===== src/rtl/pci_burst_initiator_if.sv =====
// pci_burst_initiator_if: bus bundle, where master drives REQ/FRAME/IRDY/I_AM_OWNER/phase_cnt/done/abort and slave drives the requests and bus inputs
interface pci_burst_initiator_if #(parameter int LEN_W = 4);
  logic             start;
  logic [LEN_W-1:0] burst_len;
  logic             GNT;
  logic             GLOBAL_FRAME;
  logic             GLOBAL_IRDY;
  logic             TRDY;
  logic             DEVSEL;
  logic             REQ;
  logic             FRAME;
  logic             IRDY;
  logic             I_AM_OWNER;
  logic [LEN_W-1:0] phase_cnt;
  logic             done;
  logic             abort;
  modport master (
    input  start, burst_len, GNT, GLOBAL_FRAME, GLOBAL_IRDY, TRDY, DEVSEL,
    output REQ, FRAME, IRDY, I_AM_OWNER, phase_cnt, done, abort
  );
  modport slave (
    output start, burst_len, GNT, GLOBAL_FRAME, GLOBAL_IRDY, TRDY, DEVSEL,
    input  REQ, FRAME, IRDY, I_AM_OWNER, phase_cnt, done, abort
  );
endinterface


===== src/rtl/pci_burst_initiator.sv =====
// pci_burst_initiator: PCI burst master FSM with clk/rst plus bus.master carrying request, grant, target handshake, bus drives and done/abort pulses
module pci_burst_initiator #(
  parameter int MAX_LEN   = 8,
  parameter int LEN_W     = 4,
  parameter int DEVSEL_TO = 5
) (
  input logic                   clk,
  input logic                   rst,
  pci_burst_initiator_if.master bus
);
  localparam int DW = $clog2(DEVSEL_TO + 1);
  typedef enum logic [2:0] {IDLE, REQUEST, ADDR, DATA, ABORT, TURN} state_t;
  state_t           state_q, state_d;
  logic             req_q, req_d, frame_q, frame_d, irdy_q, irdy_d, own_q, own_d;
  logic             done_q, done_d, abort_q, abort_d, dseen_q, dseen_d;
  logic [LEN_W-1:0] cnt_q, cnt_d, len_q, len_d, eff_len, cnt_inc;
  logic [DW-1:0]    dcnt_q, dcnt_d, dcnt_inc;
  logic             xfer;
  assign eff_len  = bus.burst_len == '0 ? LEN_W'(1) :
                    bus.burst_len > LEN_W'(MAX_LEN) ? LEN_W'(MAX_LEN) : bus.burst_len;
  assign cnt_inc  = cnt_q + LEN_W'(1);
  assign dcnt_inc = dcnt_q + DW'(1);
  assign xfer     = !irdy_q && !bus.TRDY && !bus.DEVSEL;
  always_comb begin
    state_d = state_q;
    req_d   = req_q;
    frame_d = frame_q;
    irdy_d  = irdy_q;
    own_d   = own_q;
    cnt_d   = cnt_q;
    len_d   = len_q;
    dcnt_d  = dcnt_q;
    dseen_d = dseen_q;
    done_d  = 1'b0;
    abort_d = 1'b0;
    case (state_q)
      IDLE: if (bus.start) begin
        state_d = REQUEST;
        req_d   = 1'b0;
        len_d   = eff_len;
        cnt_d   = '0;
      end
      REQUEST: if (!bus.GNT && bus.GLOBAL_FRAME && bus.GLOBAL_IRDY) begin
        state_d = ADDR;
        frame_d = 1'b0;
        req_d   = 1'b1;
        own_d   = 1'b1;
      end
      ADDR: begin
        state_d = DATA;
        irdy_d  = 1'b0;
        frame_d = len_q == LEN_W'(1);
        dcnt_d  = '0;
        dseen_d = 1'b0;
      end
      DATA: if (!dseen_q && bus.DEVSEL && dcnt_inc == DW'(DEVSEL_TO)) begin
        state_d = ABORT;
        frame_d = 1'b1;
        dcnt_d  = dcnt_inc;
      end else begin
        dseen_d = dseen_q || !bus.DEVSEL;
        dcnt_d  = (!dseen_q && bus.DEVSEL) ? dcnt_inc : dcnt_q;
        if (xfer) begin
          cnt_d = cnt_inc;
          if (cnt_inc == len_q) begin
            state_d = TURN;
            frame_d = 1'b1;
            irdy_d  = 1'b1;
            own_d   = 1'b0;
            done_d  = 1'b1;
          end else if (cnt_inc + LEN_W'(1) == len_q) begin
            frame_d = 1'b1;
          end
        end
      end
      ABORT: begin
        state_d = TURN;
        irdy_d  = 1'b1;
        own_d   = 1'b0;
        abort_d = 1'b1;
      end
      TURN: begin
        state_d = IDLE;
        req_d   = 1'b1;
        frame_d = 1'b1;
        irdy_d  = 1'b1;
        own_d   = 1'b0;
      end
      default: state_d = IDLE;
    endcase
  end
  always_ff @(posedge clk) begin
    if (rst) begin
      state_q <= IDLE;
      req_q   <= 1'b1;
      frame_q <= 1'b1;
      irdy_q  <= 1'b1;
      own_q   <= 1'b0;
      cnt_q   <= '0;
      len_q   <= LEN_W'(1);
      dcnt_q  <= '0;
      dseen_q <= 1'b0;
      done_q  <= 1'b0;
      abort_q <= 1'b0;
    end else begin
      state_q <= state_d;
      req_q   <= req_d;
      frame_q <= frame_d;
      irdy_q  <= irdy_d;
      own_q   <= own_d;
      cnt_q   <= cnt_d;
      len_q   <= len_d;
      dcnt_q  <= dcnt_d;
      dseen_q <= dseen_d;
      done_q  <= done_d;
      abort_q <= abort_d;
    end
  end
  assign bus.REQ        = req_q;
  assign bus.FRAME      = frame_q;
  assign bus.IRDY       = irdy_q;
  assign bus.I_AM_OWNER = own_q;
  assign bus.phase_cnt  = cnt_q;
  assign bus.done       = done_q;
  assign bus.abort      = abort_q;
endmodule


===== src/flat_wrapper.sv =====
// flat-port wrapper written by rule: the top's interface ports become plain ports
module pci_burst_initiator_flat 
#(
  parameter int MAX_LEN   = 8,
  parameter int LEN_W     = 4,
  parameter int DEVSEL_TO = 5
)
  (clk, rst, bus_start, bus_burst_len, bus_GNT, bus_GLOBAL_FRAME, bus_GLOBAL_IRDY, bus_TRDY, bus_DEVSEL, bus_REQ, bus_FRAME, bus_IRDY, bus_I_AM_OWNER, bus_phase_cnt, bus_done, bus_abort);
  pci_burst_initiator_if #(.LEN_W(LEN_W)) bus_i ();
  input logic clk;
  input logic rst;
  input wire logic [$bits(bus_i.start)-1:0] bus_start;
  input wire logic [$bits(bus_i.burst_len)-1:0] bus_burst_len;
  input wire logic [$bits(bus_i.GNT)-1:0] bus_GNT;
  input wire logic [$bits(bus_i.GLOBAL_FRAME)-1:0] bus_GLOBAL_FRAME;
  input wire logic [$bits(bus_i.GLOBAL_IRDY)-1:0] bus_GLOBAL_IRDY;
  input wire logic [$bits(bus_i.TRDY)-1:0] bus_TRDY;
  input wire logic [$bits(bus_i.DEVSEL)-1:0] bus_DEVSEL;
  output wire logic [$bits(bus_i.REQ)-1:0] bus_REQ;
  output wire logic [$bits(bus_i.FRAME)-1:0] bus_FRAME;
  output wire logic [$bits(bus_i.IRDY)-1:0] bus_IRDY;
  output wire logic [$bits(bus_i.I_AM_OWNER)-1:0] bus_I_AM_OWNER;
  output wire logic [$bits(bus_i.phase_cnt)-1:0] bus_phase_cnt;
  output wire logic [$bits(bus_i.done)-1:0] bus_done;
  output wire logic [$bits(bus_i.abort)-1:0] bus_abort;
  assign bus_i.start = bus_start;
  assign bus_i.burst_len = bus_burst_len;
  assign bus_i.GNT = bus_GNT;
  assign bus_i.GLOBAL_FRAME = bus_GLOBAL_FRAME;
  assign bus_i.GLOBAL_IRDY = bus_GLOBAL_IRDY;
  assign bus_i.TRDY = bus_TRDY;
  assign bus_i.DEVSEL = bus_DEVSEL;
  assign bus_REQ = bus_i.REQ;
  assign bus_FRAME = bus_i.FRAME;
  assign bus_IRDY = bus_i.IRDY;
  assign bus_I_AM_OWNER = bus_i.I_AM_OWNER;
  assign bus_phase_cnt = bus_i.phase_cnt;
  assign bus_done = bus_i.done;
  assign bus_abort = bus_i.abort;
  pci_burst_initiator #(.MAX_LEN(MAX_LEN), .LEN_W(LEN_W), .DEVSEL_TO(DEVSEL_TO)) u_core (.clk(clk), .rst(rst), .bus(bus_i));
endmodule

===== config.mk =====
export PLATFORM = sky130hd
export DESIGN_NAME = pci_burst_initiator_flat
export DESIGN_NICKNAME = d
export VERILOG_FILES = /design/src/rtl/pci_burst_initiator_if.sv /design/src/rtl/pci_burst_initiator.sv /design/src/flat_wrapper.sv
export SDC_FILE = /design/constraint.sdc
export NUM_CORES = 1
export LEC_CHECK = 0
export BUFFER_PORTS_ARGS = -buffer_cell sky130_fd_sc_hd__clkbuf_2
export CELL_PAD_IN_SITES_DETAIL_PLACEMENT = 2
export CELL_PAD_IN_SITES_GLOBAL_PLACEMENT = 2
export CORE_UTILIZATION = 33
export DETAILED_ROUTE_END_ITERATION = 8
export PLACE_DENSITY = 0.78
export SKIP_CTS_REPAIR_TIMING = 1
export SYNTH_ARGS = -nofsm -noshare
export SYNTH_HDL_FRONTEND = slang
export SYNTH_SLANG_ARGS = --single-unit

===== constraint.sdc =====
create_clock -name clk -period 4.5 [get_ports clk]
set_input_delay 0.45 -clock clk [delete_from_list [all_inputs] [get_ports clk]]
set_output_delay 0.45 -clock clk [all_outputs]
set_load 0.01 [all_outputs]

==> results of run 1 <==
-- cell usage after synthesis (2+ instances only) --
cell type,number,share of area [%]
sky130_fd_sc_hd__nand2b_1,2,1.1
sky130_fd_sc_hd__nor3_1,6,2.6
sky130_fd_sc_hd__a21oi_1,13,5.5
sky130_fd_sc_hd__nor2_1,19,6.1
sky130_fd_sc_hd__a211oi_1,2,1.3
sky130_fd_sc_hd__o21ai_0,5,2.1
sky130_fd_sc_hd__or4_1,2,1.3
sky130_fd_sc_hd__nor3b_1,3,1.9
sky130_fd_sc_hd__buf_2,3,1.3
sky130_fd_sc_hd__o311a_1,2,1.7
sky130_fd_sc_hd__xor2_1,7,5.2
sky130_fd_sc_hd__dfxtp_1,21,36
sky130_fd_sc_hd__nor2b_1,3,1.6
sky130_fd_sc_hd__nand3_1,5,2.1
sky130_fd_sc_hd__nand3b_1,2,1.3
sky130_fd_sc_hd__nand2_1,12,3.8
sky130_fd_sc_hd__ha_1,4,4.3
sky130_fd_sc_hd__inv_1,7,2.2
sky130_fd_sc_hd__or3_1,3,1.6
-- state kept, by name (all words and copies together), names as in the netlist --
| register | flops |
|---|---|
| u_core.bus.FRAME | 1 |
| u_core.bus.IRDY | 1 |
| u_core.bus.I_AM_OWNER | 1 |
| u_core.bus.REQ | 1 |
| u_core.bus.abort | 1 |
| u_core.bus.done | 1 |
| u_core.bus.phase_cnt | 4 |
| u_core.dcnt_q | 3 |
| u_core.dseen_q | 1 |
| u_core.len_q | 4 |
| u_core.state_q | 3 |
-- critical path, stage by stage, from the launching register on --
cell	delay (ns)
sky130_fd_sc_hd__dfxtp_1	0.57
sky130_fd_sc_hd__inv_1	0.10
sky130_fd_sc_hd__ha_1	0.38
sky130_fd_sc_hd__xor2_1	0.24
sky130_fd_sc_hd__nand2_1	0.10
sky130_fd_sc_hd__nor3_2	0.33
sky130_fd_sc_hd__a21boi_1	0.16
sky130_fd_sc_hd__o221a_2	0.27
-- metal layers --
layer	share of wire (%)	vias to the layer above
met3	1.8	3
met2	52	12
met1	45	563
met5	0	-
met4	0.89	0
li1	-	564
-- area by class of cell --
type	count	area, um^2	area share [%]
multi-input combinational	113	698	52.3
timing repair buffer	21	105	7.87
sequential	21	420	31.5
inverter	7	26.3	1.97
tap	46	57.6	4.31
clock inverter	1	5.00	0.375
clock buffer	3	22.5	1.69
-- worst paths after layout --
check                           depth (start not counted)           endpoint  slack (ns)                    start
worst max register to register                          7  u_core.state_q[1]        2.26  u_core.bus.phase_cnt[0]
worst min-delay path                                    3    u_core.len_q[3]        0.42         bus_burst_len[3]
worst max-delay path                                    7  u_core.state_q[1]        2.26  u_core.bus.phase_cnt[0]
worst min register to register                          2   u_core.dcnt_q[1]        0.49         u_core.dcnt_q[1]
-- through the flow --
stage               hold WS, ns  std cells  utilization [%]  total power [mW]
floorplan                 0.449        147                -             0.229
global placement          0.449        208             38.9             0.243
detailed placement        0.476        208             38.9             0.246
CTS                       0.417        212             39.7             0.345
global route              0.431        212             39.7             0.355
finish                    0.418        212             39.7             0.341
-- report_power, final --
group          internal, mW  switching (mW)
clock                0.0333          0.0663
combinational        0.0169          0.0248
sequential            0.191         0.00828
-- kinds of logic after synthesis --
logic type               Yosys count  share of synthesized area, %
AO/OA/AOI/OAI                     35                          19.5
XOR/XNOR                           8                          5.96
adder cells (fa/ha/maj)            4                          4.26
buffers and inverters             13                          4.79
flip-flops                        21                          35.8
multiplexers                       1                         0.852
AND/OR/NAND/NOR                   65                          28.9
-- placed cells by master, fill, tap and decap left out, types with 2 or more instances in the layout --
| cell | n |
|---|---|
| sky130_fd_sc_hd__a21oi_1 | 13 |
| sky130_fd_sc_hd__nand2_1 | 12 |
| sky130_fd_sc_hd__clkbuf_4 | 3 |
| sky130_fd_sc_hd__xor2_1 | 7 |
| sky130_fd_sc_hd__nor2_1 | 19 |
| sky130_fd_sc_hd__nor3b_1 | 3 |
| sky130_fd_sc_hd__or4_1 | 2 |
| sky130_fd_sc_hd__nor2b_1 | 3 |
| sky130_fd_sc_hd__nand3_1 | 5 |
| sky130_fd_sc_hd__nand3b_1 | 2 |
| sky130_fd_sc_hd__clkbuf_2 | 21 |
| sky130_fd_sc_hd__nand2b_1 | 2 |
| sky130_fd_sc_hd__o311a_1 | 2 |
| sky130_fd_sc_hd__ha_1 | 4 |
| sky130_fd_sc_hd__dfxtp_1 | 21 |
| sky130_fd_sc_hd__a211oi_1 | 2 |
| sky130_fd_sc_hd__or3_1 | 3 |
| sky130_fd_sc_hd__nor3_1 | 6 |
| sky130_fd_sc_hd__o21ai_0 | 5 |
| sky130_fd_sc_hd__inv_1 | 7 |
==> impl_metrics.sql, run 1 <==
INSERT INTO impl_metrics (metric_group, metric, value, unit) VALUES
('sta', 'final_period_minus_worst_setup_slack', '2.24', 'ns'),
('route', 'drc_errors', '0', ''),
('floorplan', 'fp.coreArea', '3360', 'um^2'),
('cells_and_area', 'design.final.nets', '183', ''),
('cells_and_area', 'fin_area', '1340', 'um^2'),
('sta', 'final_min_period_over_clock_period', '49.8', '%'),
('pwr', 'power_density', '255', 'nW/um^2'),
('cells_and_area', 'layout-area-overhead-vs-synth', '13.6', '%'),
('place', 'detailed_place.area', '1310', 'um^2'),
('route', 'num_vias', '1142', ''),
('worst_setup_path', 'worst_ep_required_time', '4.73', 'ns'),
('worst_setup_path', 'critPathMaxFanout', '11', ''),
('place', 'gp_congestion', '0.747', ''),
('clock_network', 'tritoncts', 'yes', ''),
('route', 'drt_pre_antenna_iters', '4', ''),
('synthesis', 'synth.avg_cell_area', '7.99', 'um^2'),
('cells_and_area', 'n_fill_cell', '427', ''),
('sta', 'maxClockFrequency', '446', 'MHz'),
('synthesis', 'synth_cell_types', '45', ''),
('global_routing', 'grt_use_met3', '2.52', '%'),
('clock_network', 'ctsRootBufferMaster', 'sky130_fd_sc_hd__clkbuf_4', ''),
('min_path', 'min_path_type', 'in2reg', ''),
('sta', 'clock-skew-final', '0.00153', 'ns'),
('global_routing', 'grt_pass1_vias', '1140', ''),
('cells_and_area', 'antenna_cells_inserted', '0', ''),
('synthesis', 'synth-edff-count', '0', ''),
('sta', 'finalSetupViolCount', '0', ''),
('route', 'totalWireLength', '3.37', 'mm'),
('place', 'dp_slack', '2.30', 'ns'),
('synthesis', 'syn-instance-count', '147', ''),
('floorplan', 'floorplan.die.width', '61.7', 'um'),
('route', 'routed_vias_inst', '5.39', ''),
('clock_network', 'max-clock-path-buffers', '2', ''),
('clock_network', 'path_clk_slew', '0.13', 'ns'),
('clock_network', 'worst_skew_pair_latency', '0.32', 'ns'),
('worst_setup_path', 'crit_path_start_kind', 'flop', ''),
('sta', 'setup_repair_after_global_routing_missed_its_margin', 'false', ''),
('floorplan', 'boundaryPins', '22', ''),
('route', 'ant_nets', '0', ''),
('pwr', 'reported_leakage_power', '0.572', 'nW'),
('floorplan', 'rows', '21', ''),
('synthesis', 'ys.warnings.count', '0', ''),
('pwr', 'worst_vdd_ir', '0.159', 'mV'),
('global_routing', 'initial_antenna_violation_count', '0', ''),
('cells_and_area', 'post_route_cells_drive_above_1_share', '17.5', '%'),
('status', 'run_status', 'finished, final reports clean', ''),
('worst_setup_path', 'worst_ep_arrival_time', '2.47', 'ns'),
('place', 'dpl.hpwl', '2.61', 'mm'),
('sta', 'final-max-slew-violation-count', '0', ''),
('synthesis', 'synth-async-reset-ratio', '0', '%'),
('floorplan', 'die_extent_in_y', '61.7', 'um'),
('clock_network', 'cts_buffers', '3', ''),
('sta', 'finalSetupTns', '0', 'ns'),
('sta', 'slew_headroom', '68.2', '%'),
('floorplan', 'design.die.area', '3800', 'um^2'),
('worst_setup_path', 'critPathCaptureType', 'flop', ''),
('synthesis', 'synth_area', '1170', 'um^2'),
('place', 'io_buffer_count', '21', ''),
('flow_run', 'timing.max_cap.violations', '0', ''),
('synthesis', 'synth.ff_latch_count', '21', ''),
('global_routing', 'global_route.usage.total', '19.6', '%'),
('clock_network', 'clkSinkCount', '21', ''),
('global_routing', 'gr-max-usage-layer', 'met2', ''),
('sta', 'timing_hold_violations_final', '0', ''),
('sta', 'worst-slew-pin-transition', '0.472', 'ns'),
('synthesis', 'sequential_to_total_area_share_from_yosys_stat', '35.8', '%'),
('synthesis', 'syn-num-nets', '163', ''),
('global_routing', 'overflow', '0', ''),
('route', 'routed_wire_length_per_instance', '15.9', 'um'),
('synthesis', 'synth_top_flop_cell', 'sky130_fd_sc_hd__dfxtp_1', ''),
('floorplan', 'initial_core_util', '34.9', '%'),
('global_routing', 'grt_use_met2', '35.3', '%'),
('clock_network', 'h_tree_depth', '1', ''),
('global_routing', 'maximum_number_of_pins_on_one_net_before_global_route_repair', '23', ''),
('global_routing', 'met1_usage', '23.5', '%'),
('route', 'detailedRoute.firstIterationViolations', '39', ''),
('global_routing', 'grt_pass1_wl', '5.31', 'mm'),
('worst_setup_path', 'crit_type', 'reg2reg', ''),
('sta', 'fin_ws', '2.26', 'ns');
No activity file was read; power rests on OpenSTA's default activity.
==> run 2, diff against run 1 <==
ABC_AREA = 1   (was unset)
CORE_UTILIZATION = 26   (was 33)
PLACE_DENSITY = 0.7   (was 0.78)
clock period = 1.9 ns   (was 4.5 ns; I/O delays follow)
==> run 2 against run 1 <==
- via count rose by 15%
- register-to-register slack worse by 2.1 ns
- non-clock buffer count is 5 higher
- routed wire length increased by 18%
- worst setup slack got worse by 2.1 ns
- critical endpoint is now u_core.state_q[0]
==> impl_metrics.sql, run 2 <==
INSERT INTO impl_metrics (metric_group, metric, value, unit) VALUES
('route', 'totalWireLength', '3.98', 'mm'),
('sta', 'final_min_period_over_clock_period', '93.1', '%'),
('global_routing', 'initial_antenna_violation_count', '0', ''),
('pwr', 'power_density', '1390', 'nW/um^2'),
('pwr', 'worst_vdd_ir', '0.378', 'mV'),
('cells_and_area', 'final_common_cell', 'sky130_fd_sc_hd__nand2_1', ''),
('route', 'num_vias', '1311', ''),
('synthesis', 'ys.warnings.count', '0', ''),
('place', 'dpl.hpwl', '3.06', 'mm'),
('worst_setup_path', 'r2r-end', 'u_core.state_q[0]', ''),
('place', 'gp_congestion', '0.834', ''),
('status', 'run_status', 'finished, final reports clean', ''),
('synthesis', 'synth_area', '1200', 'um^2'),
('place', 'placed_cells', '254', ''),
('place', 'io_buffer_count', '21', ''),
('worst_setup_path', 'worst_ep_arrival_time', '1.94', 'ns'),
('sta', 'maxClockFrequency', '565', 'MHz'),
('global_routing', 'maximum_number_of_pins_on_one_net_before_global_route_repair', '14', ''),
('sta', 'final_period_minus_worst_setup_slack', '1.77', 'ns'),
('clock_network', 'tritoncts', 'yes', ''),
('route', 'routed_wire_length_per_instance', '15.3', 'um'),
('worst_setup_path', 'r2r_slack', '0.13', 'ns'),
('clock_network', 'ctsRootBufferMaster', 'sky130_fd_sc_hd__clkbuf_8', ''),
('min_path', 'min_path_type', 'in2reg', ''),
('sta', 'clock-skew-final', '0.00530', 'ns'),
('global_routing', 'overflow', '0', ''),
('synthesis', 'sequential_to_total_area_share_from_yosys_stat', '35.0', '%'),
('synthesis', 'synth_top_cell_area_share', '35.0', '%'),
('clock_network', 'worst_skew_pair_latency', '0.27', 'ns'),
('cells_and_area', 'post_route_cells_drive_above_1_share', '22.6', '%'),
('floorplan', 'floorplan.die.width', '69.9', 'um'),
('floorplan', 'design.die.area', '4890', 'um^2'),
('clock_network', 'path_clk_slew', '0.09', 'ns'),
('cells_and_area', 'multi_input_area', '734', 'um^2'),
('worst_setup_path', 'slowest_stage_cell_on_the_critical_path', 'sky130_fd_sc_hd__dfxtp_2', ''),
('clock_network', 'clkSinkCount', '21', ''),
('synthesis', 'synth_top_cell_by_area', 'sky130_fd_sc_hd__dfxtp_1', ''),
('cells_and_area', 'seq_area', '425', 'um^2'),
('worst_setup_path', 'crit_type', 'reg2reg', ''),
('synthesis', 'syn-num-nets', '196', ''),
('cells_and_area', 'antenna_cells_inserted', '0', ''),
('route', 'drc_errors', '0', ''),
('route', 'drt_pre_antenna_iters', '4', ''),
('cells_and_area', 'final_cell_count_without_fillers', '260', ''),
('min_path', 'hold_path_startpoint', 'bus_burst_len[1]', ''),
('cells_and_area', 'fin_area', '1510', 'um^2'),
('synthesis', 'synthTopCellsByCount', '44 x sky130_fd_sc_hd__nand2_1, 23 x sky130_fd_sc_hd__inv_1, 21 x sky130_fd_sc_hd__dfxtp_1', ''),
('route', 'ant_nets', '0', ''),
('synthesis', 'syn-instance-count', '180', ''),
('global_routing', 'grt_pass1_wl', '6.52', 'mm'),
('pwr', 'reported_leakage_power', '0.684', 'nW'),
('synthesis', 'synth-edff-count', '0', ''),
('clock_network', 'max-clock-path-buffers', '2', ''),
('sta', 'final-max-slew-violation-count', '0', ''),
('min_path', 'whs_path_depth', '3', ''),
('flow_run', 'timing.max_cap.violations', '0', ''),
('sta', 'finalSetupViolCount', '0', ''),
('clock_network', 'h_tree_depth', '1', ''),
('floorplan', 'die_extent_in_y', '69.9', 'um'),
('floorplan', 'boundaryPins', '22', ''),
('floorplan', 'fp.coreArea', '4380', 'um^2'),
('synthesis', 'synth.avg_cell_area', '6.67', 'um^2'),
('worst_setup_path', 'critPathMaxFanout', '6', ''),
('worst_setup_path', 'crit_path_start_kind', 'flop', ''),
('worst_setup_path', 'worst_path_largest_cell_delay', '0.35', 'ns'),
('clock_network', 'cts_buffers', '3', ''),
('route', 'detailedRoute.firstIterationViolations', '35', ''),
('sta', 'slew_headroom', '74.6', '%'),
('cells_and_area', 'final_core_util', '34.5', '%'),
('worst_setup_path', 'cp_cell_sequence', 'buf_6 > ha_4 > inv_1 > nand2_2 > nand2_4 > nand2_2 > a21oi_4 > a21oi_2 > nor2_1 > nand2_1 > o21bai_1 > inv_1', ''),
('worst_setup_path', 'critPathCaptureType', 'flop', ''),
('sta', 'timing_hold_violations_final', '0', ''),
('route', 'routed_vias_inst', '5.04', ''),
('cells_and_area', 'design.final.nets', '225', ''),
('sta', 'worst-slew-pin-transition', '0.381', 'ns'),
('worst_setup_path', 'timing.rr.start', 'u_core.bus.phase_cnt[0]', ''),
('floorplan', 'rows', '24', ''),
('synthesis', 'synth-async-reset-ratio', '0', '%'),
('cells_and_area', 'n_fill_cell', '533', ''),
('worst_setup_path', 'worst_ep_required_time', '2.07', 'ns'),
('min_path', 'hold_end', 'u_core.len_q[1]', ''),
('synthesis', 'synth.ff_latch_count', '21', ''),
('synthesis', 'netlist_top_cells_area', 'sky130_fd_sc_hd__dfxtp_1 35%, sky130_fd_sc_hd__nand2_1 14%, sky130_fd_sc_hd__inv_1 7.2%, sky130_fd_sc_hd__nand3_1 6.7%, sky130_fd_sc_hd__a21oi_1 6.3%', ''),
('worst_setup_path', 'worst-r2r-cell-count', '12', ''),
('global_routing', 'grt_pass1_vias', '1395', ''),
('place', 'detailed_place.area', '1380', 'um^2'),
('synthesis', 'synth_top_flop_cell', 'sky130_fd_sc_hd__dfxtp_1', ''),
('floorplan', 'initial_core_util', '27.4', '%'),
('global_routing', 'global_route.usage.total', '16.9', '%'),
('synthesis', 'synth_cell_types', '27', ''),
('cells_and_area', 'layout-area-overhead-vs-synth', '26.0', '%'),
('cells_and_area', 'mostFrequentLayoutCells', '40 x sky130_fd_sc_hd__nand2_1, 22 x sky130_fd_sc_hd__inv_1, 21 x sky130_fd_sc_hd__clkbuf_2', ''),
('synthesis', 'synth.most_common_cell', 'sky130_fd_sc_hd__nand2_1', '');
-- run 2: cell count changes in the layout (fill, tap and decap cells not counted), sizes merged, moves of 3 or more --
cell	previous run	this run
xor2	7	1
nor3	7	2
a21oi	13	16
nor2	19	22
nand3	5	16
inv	7	24
buf	0	5
a211oi	2	5
or3	3	0
nor2b	3	0
nand2	12	46
-- run 2: critical path: cells and delay by family (launching register included) --
| family | cells | cell delay (ns) |
|---|---|---|
| buffers and inverters | 3 | 0.25 |
| flip-flops | 1 | 0.35 |
| adder cells (fa/ha/maj) | 1 | 0.16 |
| AO/OA/AOI/OAI | 3 | 0.41 |
| AND/OR/NAND/NOR | 5 | 0.51 |
-- run 2: report_power, final --
part / switching (mW) / internal (mW)
Combinational: 0.711 / 0.402
Sequential: 0.112 / 0.560
Clock: 0.166 / 0.150
-- run 2: final cells by class --
cell class,instances,area share (%)
repair buffers,26,9.69
flip-flops and latches,21,28.1
clock buffers,4,2.98
multi-input cells,133,48.6
well taps,52,4.30
inverters,24,6.29
-- run 2: cell families (layout without fill, tap and decap cells) --
group / after synthesis / after routing / synth area share (%)
xor+xnor: 1 / 1 / 0.730
simple gates: 92 / 92 / 33.5
flops: 21 / 21 / 35.0
compound gates: 36 / 36 / 18.1
buf+inv: 26 / 54 / 8.45
fa+ha+maj: 4 / 4 / 4.17
-- run 2: how the worst max path moves through the flow --
stage,slack [ns],cells past startpoint,to,start
final,0.13,12,u_core.state_q[0],u_core.bus.phase_cnt[0]
after global routing,-0.03,12,u_core.state_q[0],u_core.bus.phase_cnt[0]
after CTS,-0.02,11,u_core.state_q[0],u_core.bus.phase_cnt[1]
after detailed placement,0.01,11,u_core.state_q[0],u_core.bus.phase_cnt[1]
after global placement,0.18,11,u_core.state_q[0],u_core.bus.phase_cnt[1]
after floorplan,0.15,12,u_core.state_q[0],u_core.bus.phase_cnt[0]
-- run 2: routing by layer --
metal	routed length (um)	global-route usage, %
met1	1850	21.6
met2	1990	29.1
met3	94	2.74
met4	51	5.33
met5	0	0
-- run 2: stage by stage --
stage	hold slack, ns	setup TNS [ns]	power [mW]	setup slack [ns]
2_1_floorplan	0.268	0	1.34	0.152
6_report	0.176	0	2.10	0.131
4_1_cts	0.181	-0.0401	2.01	-0.0242
3_5_place_dp	0.465	0	1.68	0.0138
3_3_place_gp	0.443	0	1.62	0.185
5_1_grt	0.214	-0.0282	2.29	-0.0282
==> run 3, diff against run 2 <==
ABC_AREA = unset   (was 1)
CORE_UTILIZATION = 28   (was 26)
==> run 3 against run 2 <==
- maximum frequency decreased by 0.26%
- register-to-register slack about the same
- via count decreased by 13%
- largest power group is now sequential cells
==> impl_metrics.sql, run 3 (synthesis results as in run 1) <==
INSERT INTO impl_metrics (metric_group, metric, value, unit) VALUES
('sta', 'finalSetupTns', '0', 'ns'),
('sta', 'final_min_period_over_clock_period', '93.4', '%'),
('worst_setup_path', 'worst_ep_required_time', '2.07', 'ns'),
('clock_network', 'cts_buffers', '3', ''),
('floorplan', 'fp.coreArea', '4000', 'um^2'),
('cells_and_area', 'final_cell_count_without_fillers', '225', ''),
('place', 'placed_cells', '221', ''),
('flow_run', 'timing.max_cap.violations', '0', ''),
('sta', 'slew_headroom', '69.4', '%'),
('cells_and_area', 'fin_area', '1490', 'um^2'),
('floorplan', 'initial_core_util', '29.4', '%'),
('status', 'run_status', 'finished, final reports clean', ''),
('pwr', 'worst_vdd_ir', '0.252', 'mV'),
('global_routing', 'grt_pass1_wl', '5.95', 'mm'),
('cells_and_area', 'final_common_cell', 'sky130_fd_sc_hd__clkbuf_2', ''),
('route', 'drt_pre_antenna_iters', '4', ''),
('worst_setup_path', 'cp_cell_sequence', 'inv_1 > ha_4 > xor2_2 > nand2_1 > nor3_4 > a21boi_1 > o221a_2', ''),
('sta', 'clock-skew-final', '0.00319', 'ns'),
('floorplan', 'die_extent_in_y', '66.8', 'um'),
('sta', 'worst-slew-pin-transition', '0.459', 'ns'),
('route', 'detailedRoute.firstIterationViolations', '22', ''),
('pwr', 'power_density', '602', 'nW/um^2'),
('global_routing', 'grt_pass1_vias', '1234', ''),
('place', 'gp_congestion', '0.749', ''),
('cells_and_area', 'layout-area-overhead-vs-synth', '26.6', '%'),
('cells_and_area', 'mostFrequentLayoutCells', '21 x sky130_fd_sc_hd__clkbuf_2, 19 x sky130_fd_sc_hd__nor2_1, 19 x sky130_fd_sc_hd__dfxtp_1', ''),
('clock_network', 'h_tree_depth', '1', ''),
('worst_setup_path', 'critPathMaxFanout', '4', ''),
('route', 'routed_wire_length_per_instance', '16.0', 'um'),
('worst_setup_path', 'worst_ep_arrival_time', '1.94', 'ns'),
('place', 'dpl.hpwl', '2.84', 'mm'),
('global_routing', 'initial_antenna_violation_count', '0', ''),
('sta', 'maxClockFrequency', '564', 'MHz'),
('pwr', 'p_total', '0.896', 'mW'),
('sta', 'finalSetupViolCount', '0', ''),
('place', 'io_buffer_count', '21', ''),
('place', 'detailed_place.area', '1380', 'um^2'),
('clock_network', 'worst_skew_pair_latency', '0.27', 'ns'),
('route', 'num_vias', '1146', ''),
('worst_setup_path', 'crit_type', 'reg2reg', ''),
('route', 'drc_errors', '0', ''),
('route', 'routed_vias_inst', '5.09', ''),
('min_path', 'min_path_type', 'in2reg', ''),
('clock_network', 'ctsRootBufferMaster', 'sky130_fd_sc_hd__clkbuf_8', ''),
('clock_network', 'max-clock-path-buffers', '2', ''),
('clock_network', 'clkSinkCount', '21', ''),
('sta', 'final_period_minus_worst_setup_slack', '1.77', 'ns'),
('cells_and_area', 'final_core_util', '37.2', '%'),
('floorplan', 'floorplan.die.width', '66.8', 'um'),
('worst_setup_path', 'slowest_stage_cell_on_the_critical_path', 'sky130_fd_sc_hd__dfxtp_2', ''),
('worst_setup_path', 'crit_path_start_kind', 'flop', ''),
('floorplan', 'design.die.area', '4460', 'um^2'),
('sta', 'final-max-slew-violation-count', '0', ''),
('floorplan', 'rows', '23', ''),
('clock_network', 'path_clk_slew', '0.08', 'ns'),
('sta', 'setup_repair_after_global_routing_missed_its_margin', 'false', ''),
('route', 'totalWireLength', '3.60', 'mm'),
('worst_setup_path', 'critPathCaptureType', 'flop', ''),
('cells_and_area', 'antenna_cells_inserted', '0', ''),
('cells_and_area', 'design.final.nets', '192', ''),
('global_routing', 'global_route.usage.total', '18.1', '%'),
('floorplan', 'boundaryPins', '22', ''),
('cells_and_area', 'post_route_cells_drive_above_1_share', '27.4', '%'),
('pwr', 'reported_leakage_power', '0.636', 'nW'),
('global_routing', 'overflow', '0', ''),
('worst_setup_path', 'worst_path_largest_cell_delay', '0.36', 'ns'),
('clock_network', 'tritoncts', 'yes', ''),
('route', 'ant_nets', '0', ''),
('global_routing', 'maximum_number_of_pins_on_one_net_before_global_route_repair', '14', ''),
('sta', 'timing_hold_violations_final', '0', '');
-- run 3: metrics by stage --
| stage | setup WS, ns | hold WS, ns |
|---|---|---|
| 3_5_place_dp | -0.0516 | 0.478 |
| 6_report | 0.126 | 0.210 |
| 4_1_cts | -0.0725 | 0.205 |
| 5_1_grt | 0.0232 | 0.208 |
| 3_3_place_gp | 0.0839 | 0.445 |
| 2_1_floorplan | 0.0320 | 0.337 |
-- run 3: area by class of cell --
| class | count | area, um^2 |
|---|---|---|
| Multi-Input combinational cell | 113 | 757 |
| Timing Repair Buffer | 30 | 173 |
| Sequential cell | 21 | 423 |
| Fill cell | 474 | 2510 |
| Tap cell | 50 | 62.6 |
| Clock buffer | 3 | 41.3 |
| Clock inverter | 1 | 5.00 |
| Inverter | 7 | 26.3 |
-- run 3: power breakdown --
part	total [mW]	switching, mW	internal (mW)	leakage, nW
registers	0.471	0.0183	0.453	0.172
clock network	0.308	0.161	0.147	0.0255
logic	0.117	0.0650	0.0521	0.439
-- run 3: path summary, 6_finish.rpt --
kind	startpoint	end	slack, ns	cells after the start
worst min-delay path	bus_TRDY	u_core.bus.done	0.21	4
worst max-delay path	u_core.bus.phase_cnt[0]	u_core.state_q[1]	0.13	7
worst max register to register	u_core.bus.phase_cnt[0]	u_core.state_q[1]	0.13	7
worst min register to register	u_core.len_q[3]	u_core.len_q[3]	0.49	2
-- run 3: layer usage --
layer  wire length [um]  up-vias  GRT usage (%)
li1                   -      571              -
met1               1680      554           22.0
met2               1770       16           31.7
met3                 85        5           3.08
met4                 51        0           6.38
met5                  0        -              0
-- run 3: critical path: cells and delay by family (launching register included) --
kind	cells	cell delay (ns)
adders and majority gates	1	0.30
and+or+nand+nor	2	0.36
DFF	1	0.36
AOI/OAI and AO/OA	2	0.40
xor gates and xnor gates	1	0.18
buffers and inverters	1	0.07
